File: src/rtl/instruction_fetch_pkg.sv
// Shared constants, IF/ID register control encoding and address helpers
// for the instruction fetch stage.
package instruction_fetch_pkg;

  localparam int XLEN = 32;

  localparam logic [XLEN-1:0] NOP_INSTR_DEFAULT = 32'h0000_0013;
  localparam logic [XLEN-1:0] RESET_PC_DEFAULT  = 32'h0000_0000;
  localparam logic [XLEN-1:0] PC_STEP           = 32'h0000_0004;

  typedef enum logic [1:0] {
    IF_FLUSH = 2'd0,
    IF_LOAD  = 2'd1,
    IF_CLEAR = 2'd2,
    IF_HOLD  = 2'd3
  } if_op_e;

  function automatic logic [XLEN-1:0] word_align(input logic [XLEN-1:0] addr);
    return {addr[XLEN-1:2], 2'b00};
  endfunction

  function automatic logic is_misaligned(input logic [XLEN-1:0] addr);
    return (addr[1:0] != 2'b00);
  endfunction

endpackage

File: src/rtl/instruction_fetch_if_id_reg.sv
// IF/ID pipeline register: flush, load, clear-to-bubble or hold, selected
// by a single registered-op code from the fetch control logic.
module if_id_reg
  import instruction_fetch_pkg::*;
#(
  parameter logic [XLEN-1:0] NOP_INSTR = NOP_INSTR_DEFAULT
) (
  input  logic            clk,
  input  logic            reset_n,
  input  if_op_e          op,
  input  logic [XLEN-1:0] load_instruction,
  input  logic [XLEN-1:0] load_pc,
  output logic            valid,
  output logic [XLEN-1:0] instruction,
  output logic [XLEN-1:0] pc
);

  logic            valid_r;
  logic [XLEN-1:0] instruction_r;
  logic [XLEN-1:0] pc_r;

  // Output register update; the PC field is left untouched by flush/clear.
  always_ff @(posedge clk or negedge reset_n) begin
    if (!reset_n) begin
      valid_r       <= 1'b0;
      instruction_r <= NOP_INSTR;
      pc_r          <= {XLEN{1'b0}};
    end else begin
      case (op)
        IF_FLUSH, IF_CLEAR: begin
          valid_r       <= 1'b0;
          instruction_r <= NOP_INSTR;
        end
        IF_LOAD: begin
          valid_r       <= 1'b1;
          instruction_r <= load_instruction;
          pc_r          <= load_pc;
        end
        IF_HOLD: begin
          valid_r       <= valid_r;
          instruction_r <= instruction_r;
          pc_r          <= pc_r;
        end
        default: begin
          valid_r       <= 1'b0;
          instruction_r <= NOP_INSTR;
        end
      endcase
    end
  end

  assign valid       = valid_r;
  assign instruction = instruction_r;
  assign pc          = pc_r;

endmodule

File: src/rtl/instruction_fetch.sv
// Fetch stage: owns the PC, addresses instruction memory, and registers the
// returned word into the IF/ID register; execute redirects flush that register.
module instruction_fetch
  import instruction_fetch_pkg::*;
#(
  parameter logic [XLEN-1:0] RESET_PC  = RESET_PC_DEFAULT,
  parameter logic [XLEN-1:0] NOP_INSTR = NOP_INSTR_DEFAULT
) (
  input  logic            clk,
  input  logic            reset_n,
  input  logic            fetch_enable,
  output logic [XLEN-1:0] inst_addr,
  input  logic [XLEN-1:0] inst_rdata,
  input  logic            redirect_valid,
  input  logic [XLEN-1:0] redirect_target,
  output logic            out_valid,
  input  logic            out_ready,
  output logic [XLEN-1:0] out_instruction,
  output logic [XLEN-1:0] out_pc,
  output logic            misaligned_err,
  output logic [XLEN-1:0] fetch_count
);

  logic [XLEN-1:0] pc_r;
  logic [XLEN-1:0] pc_next_s;
  logic            misaligned_err_r;
  logic [XLEN-1:0] fetch_count_r;
  logic            out_valid_s;
  logic            accept_s;
  logic            slot_free_s;
  if_op_e          op_s;

  assign accept_s    = out_valid_s & out_ready;
  assign slot_free_s = ~out_valid_s | out_ready;

  // Redirect beats a new fetch, which beats inserting a bubble; else stall.
  always_comb begin
    op_s      = IF_HOLD;
    pc_next_s = pc_r;
    if (redirect_valid) begin
      op_s      = IF_FLUSH;
      pc_next_s = word_align(redirect_target);
    end else if (slot_free_s && fetch_enable) begin
      op_s      = IF_LOAD;
      pc_next_s = pc_r + PC_STEP;
    end else if (slot_free_s) begin
      op_s      = IF_CLEAR;
      pc_next_s = pc_r;
    end else begin
      op_s      = IF_HOLD;
      pc_next_s = pc_r;
    end
  end

  // PC, sticky misalignment flag and delivered-instruction counter.
  always_ff @(posedge clk or negedge reset_n) begin
    if (!reset_n) begin
      pc_r             <= word_align(RESET_PC);
      misaligned_err_r <= 1'b0;
      fetch_count_r    <= {XLEN{1'b0}};
    end else begin
      pc_r <= pc_next_s;
      if (redirect_valid) begin
        misaligned_err_r <= misaligned_err_r | is_misaligned(redirect_target);
      end else begin
        misaligned_err_r <= misaligned_err_r;
      end
      // Accepts in a redirect cycle still count as delivered.
      if (accept_s) begin
        fetch_count_r <= fetch_count_r + 32'h0000_0001;
      end else begin
        fetch_count_r <= fetch_count_r;
      end
    end
  end

  if_id_reg #(
    .NOP_INSTR (NOP_INSTR)
  ) u_if_id_reg (
    .clk              (clk),
    .reset_n          (reset_n),
    .op               (op_s),
    .load_instruction (inst_rdata),
    .load_pc          (pc_r),
    .valid            (out_valid_s),
    .instruction      (out_instruction),
    .pc               (out_pc)
  );

  assign inst_addr      = pc_r;
  assign out_valid      = out_valid_s;
  assign misaligned_err = misaligned_err_r;
  assign fetch_count    = fetch_count_r;

endmodule
File: config.mk
export PLATFORM = sky130hd
export DESIGN_NAME = instruction_fetch
export DESIGN_NICKNAME = d
export VERILOG_FILES = /design/src/rtl/instruction_fetch_pkg.sv /design/src/rtl/instruction_fetch_if_id_reg.sv /design/src/rtl/instruction_fetch.sv
export SDC_FILE = /design/constraint.sdc
export NUM_CORES = 1
export LEC_CHECK = 0
export BUFFER_PORTS_ARGS = -buffer_cell sky130_fd_sc_hd__clkbuf_2
export CORE_ASPECT_RATIO = 1.1
export CORE_UTILIZATION = 50
export DETAILED_ROUTE_END_ITERATION = 8
export HOLD_SLACK_MARGIN = 0.12
export PLACE_DENSITY = 0.8
export SLEW_MARGIN = 5
export SYNTH_ARGS = -nofsm -noshare
export SYNTH_HDL_FRONTEND = slang
export SYNTH_SLANG_ARGS = --single-unit
File: constraint.sdc
create_clock -name clk -period 2.15 [get_ports clk]
set_clock_uncertainty 0.1 [all_clocks]
set_input_delay 0.1075 -clock clk [delete_from_list [all_inputs] [get_ports clk]]
set_output_delay 0.1075 -clock clk [all_outputs]
set_load 0.01 [all_outputs]
Word-level counts from Yosys, hierarchy flattened
Cells that the tools add are included.
{ "op_classes": {"eq_ne": 3, "mux": 7, "reduce_logical": 5, "bitwise": 4, "addsub": 2} }
{ "op_table": {"columns": ["cell", "n"], "rows": [
  ["two-way mux 32 bit", 2],
  ["one-hot mux 32 bit (2 select lines)", 1],
  ["adder 32 x 1 -> 32 bit, second input constant", 1],
  ["adder 32 x 3 -> 32 bit, second input constant", 1],
  ["equality test 2 bit, second input constant", 2],
  ["two-way mux 2 bit", 2],
  ["nonzero test 2 bit", 2],
  ["equality test 2 x 1 -> 1 bit, second input constant", 1],
  ["logical NOT 2 bit", 1],
  ["bitwise OR 1 bit", 2],
  ["one-hot mux 1 bit (2 select lines)", 1],
  ["OR reduction 2 bit", 1],
  ["bitwise AND 1 bit", 1],
  ["logical AND 1 bit", 1],
  ["two-way mux 1 bit", 1],
  ["NOT 1 bit", 1]
]} }
{ "word_totals": {"regBits": 130, "elab_cells": 27, "in_bits": 69, "output_inout_bits": 130} }

Longest topological paths before layout
{ "logic_depth": {"ltp_word": 8, "ltp_mapped": 7, "mapped_depth_nobuf": 5} }

Cells and area by module
From an unflattened synthesis, not the netlist that was laid out.
{ "hier_totals": {"hier_cells": 510, "hier_area_um2": 5944.5} }
{ "by_module_without_submodules": {"columns": ["mod", "cells_per_inst", "area_per_inst_um2", "n_inst", "seq_area_each_um2"], "rows": [
  ["instruction_fetch", 335, 3220.6, 1, 1576.5],
  ["if_id_reg", 175, 2723.9, 1, 1630.3]
]} }

Worst setup path before layout
OpenSTA, ideal clock, no wires.
{ "synth_path": {"path_type": "register -> register", "from": "register pc_r[20], in the netlist inst_addr[20]", "to": "register pc_r[31], in the netlist inst_addr[31]", "period_less_slack_ns": 1.876, "stages_incl_launch_ff": 6, "setup_ns": 0.134, "arrival_ns": 1.642, "setup_slack_ns": 0.274, "required_ns": 1.916, "path_buffers": 1, "path_cell_list": "dfrtp_1 -> clkbuf_1 -> nand4_1 -> or3_1 -> a221oi_1 -> nand3_1"} }
{ "synth_between": {"elab_chain_cells": 3} }
{ "synth_lines": {"columns": ["element", "line_no", "text"], "rows": [
  ["start: declaration", "instruction_fetch.sv:24", "logic [XLEN-1:0] pc_r;"],
  ["start signal: assignment", "instruction_fetch.sv:58", "pc_r <= word_align(RESET_PC);"],
  ["start signal: assignment", "instruction_fetch.sv:62", "pc_r <= pc_next_s;"],
  ["adder 32 x 3 -> 32 bit", "instruction_fetch.sv:45", "pc_next_s = pc_r + PC_STEP;"],
  ["two-way mux 32 bit", "instruction_fetch.sv:43", "end else if (slot_free_s && fetch_enable) begin"],
  ["two-way mux 32 bit", "instruction_fetch.sv:40", "if (redirect_valid) begin"]
]} }
Every way passes these cells. The select of a mux whose other input is x is not followed.
A chain may end at the register's enable or synchronous reset.

Final worst setup path
{ "layout_path": {"from": "register pc_r[10], in the netlist inst_addr[10]", "to": "register pc_r[28], in the netlist inst_addr[28]"} }
Same word-level chain as after synthesis.

==> metrics <==
hold crit path type primary input to flip-flop; Startpoint Class flip-flop; Area Overhead vs Synth 44.3%; remaining design rule violation count 0; WL/cell 18.2 µm; RSZ-0062 raised after global routing false; commonest non-fill, non-tap cell in the layout clkbuf_2; Clock Path Buffers 2; vias in the first global route 5655; Chip Height 115 µm; Least-Margin Pin Slew 685 ps; Tcrit/Tclk final 94.5%; design area 8340 µm²; post-synth top area share 53.3%; Final Hold Fails 0; CTS sink cnt 126; CTS clk-pin slew, worst paths 60 ps; first-pass GRT wire length 27.9 mm; max_cap viols 0; Synth Flop Type dfrtp_1; total track usage 29.8%; share of layout cells above drive strength 1 36.3%; area of placed instances 7020 µm²; TritonCTS clock tree built; # Post-CTS Setup Buffers 0; final hold slack 127 ps; Core ar. 11100 µm²; VDD IR max 0.430 mV; met3 usage 8.05%; status finished clean; Slew Viols, Final 0; sequential area share after synthesis 54.6%; Post-Syn Area 5780 µm²; Worst slew margin 54.2%; Via Count 5540; busiest layer in global routing met2; ys async rst share 100%; cts bufs inserted 17; Buf/Inv on CP 0; DRT iter0 DRCs 353; starting density of the core 52.2%; maximum operating frequency 0.492 GHz; DRT Pass-1 Iters 5; largest net degree at the start of global routing 54; ANT nets after route 0; initial antenna violation count 0; Synth Instances 524; M2 GR Usage 53.1%; Setup TNS 0 ps; final WL 17.5 mm; Clock Latency Late Sink 410 ps; # H-tree levels 4; number of synthesized flops with an enable pin 0; final setup vio count 0; vias per cell 5.76; input/output buffers 194; cell taking the most area after synthesis dfrtp_1; critical path fanouts, max 14; nets 871; die area 12000 µm²; die span in x 104 µm; Final Util 75.4%; met1 usage 34.2%; Power Dens Cells 846 nW/µm²; CP delay by family, top simple AND/OR/NAND/NOR gates; grt ovf 0; most frequent cells in the layout 193 x clkbuf_2, 123 x dfrtp_1, 68 x dlygate4sd3_1, 39 x nand3_1, 37 x nand2_1; Slowest-stage cell, CP or4_4; LEAKAGE 3.91 nW; setup ws final 118 ps; crit-path cells nand3_4 > or4_4 > or4_1 > nand3_1; placer's final routability congestion estimate 0.843; top post-synthesis cells by area dfrtp_1 53%, mux2_2 5.5%, a22o_1 4.4%, xnor2_1 4.4%, nand4_1 3.8%; Top Ports 199; worst path arrival time 2270 ps; Root Buffer clkbuf_16; hpwl dp 10.8 mm; dpl ws 24.9 ps; element type at the critical path end flip-flop; kind of critical path flip-flop to flip-flop; fin crit period 2030 ps; mean area per synthesized cell 11.0 µm²; distinct cell type count after synthesis 49; Syn. warnings 0; Max stage delay on crit path 660 ps; Synth Register Bits 126; # rows 40; Worst Path Required 2390 ps
## cell usage after synthesis (all sizes together) (4+ instances only)
cell,instances
a22o,29
a22oi,9
a31oi,4
and3,10
buf,12
clkbuf,23
dfrtp,123
inv,5
mux2,28
nand2,37
nand3,41
nand4,35
nor2,25
nor2b,11
nor3,11
nor4,7
o21ai,13
o311ai,8
o31ai,12
or4,5
xnor2,29
xor2,8
## sequential cells by signal, summed over array words and instances (netlist names)
register,flops
fetch_count,32
inst_addr,30
misaligned_err,1
u_if_id_reg.instruction,32
u_if_id_reg.pc,30
u_if_id_reg.valid,1
## kinds of logic after synthesis
kind of cell / share of synthesized area (%)
AO/OA/AOI/OAI: 11.7
flip-flops: 54.6
buffers and inverters: 3.05
adder cells (fa/ha/maj): 0.433
multiplexers: 5.63
other: 0.0649
XOR/XNOR: 5.61
AND/OR/NAND/NOR: 18.9
## report_power, final
part	internal, mW	switching [mW]	total, mW
sequential	2.64	0.262	2.90
clock	1.86	1.09	2.94
combinational	0.592	0.621	1.21
## routing by layer
metal	routed length (µm)	share of wire, %
met5	0	0
met4	285	1.6
met3	1320	7.5
met2	9240	53
met1	6680	38
## final timing paths
path                       slack [ps]                     endpoint  cells after the start           start
setup / recovery                  120                inst_addr[28]                      4   inst_addr[10]
hold / removal                    130            u_if_id_reg.valid                      3  redirect_valid
setup reg to reg                  120                inst_addr[28]                      4   inst_addr[10]
hold reg to reg                   370               misaligned_err                      1  misaligned_err
max in group asynchronous        1390  u_if_id_reg.instruction[24]                      3         reset_n
min in group asynchronous         170   u_if_id_reg.instruction[1]                      2         reset_n
## final cells by class
type	instances	area [µm²]
fill	737	2720
sequential	126	3160
antenna	1	2.50
inverter	6	22.5
timing repair buffer	289	1890
tap	147	184
clock buffer	19	443
multi-input combinational	360	2470
clock inverter	13	164
## metrics by stage
stage | power, mW | std cells
final | 7.05 | 961
after global placement | 3.95 | 859
after global routing | 7.33 | 960
after floorplan | 3.46 | 527
after detailed placement | 4.01 | 859
after CTS | 7.06 | 960
## timing repair
item | 4_1_cts | 5_1_grt
resized for setup | 1 | 0
endpoints found under the hold margin | 196 | 0
endpoints found under the setup margin | 2 | 0
hold buffers | 69 | 0
## tightest hold or removal path, delay by kind of cell
family | cells | cell delay, ps
and+or+nand+nor | 1 | 80
buffers and inverters | 2 | 400
(Power assumes the default switching activity.)
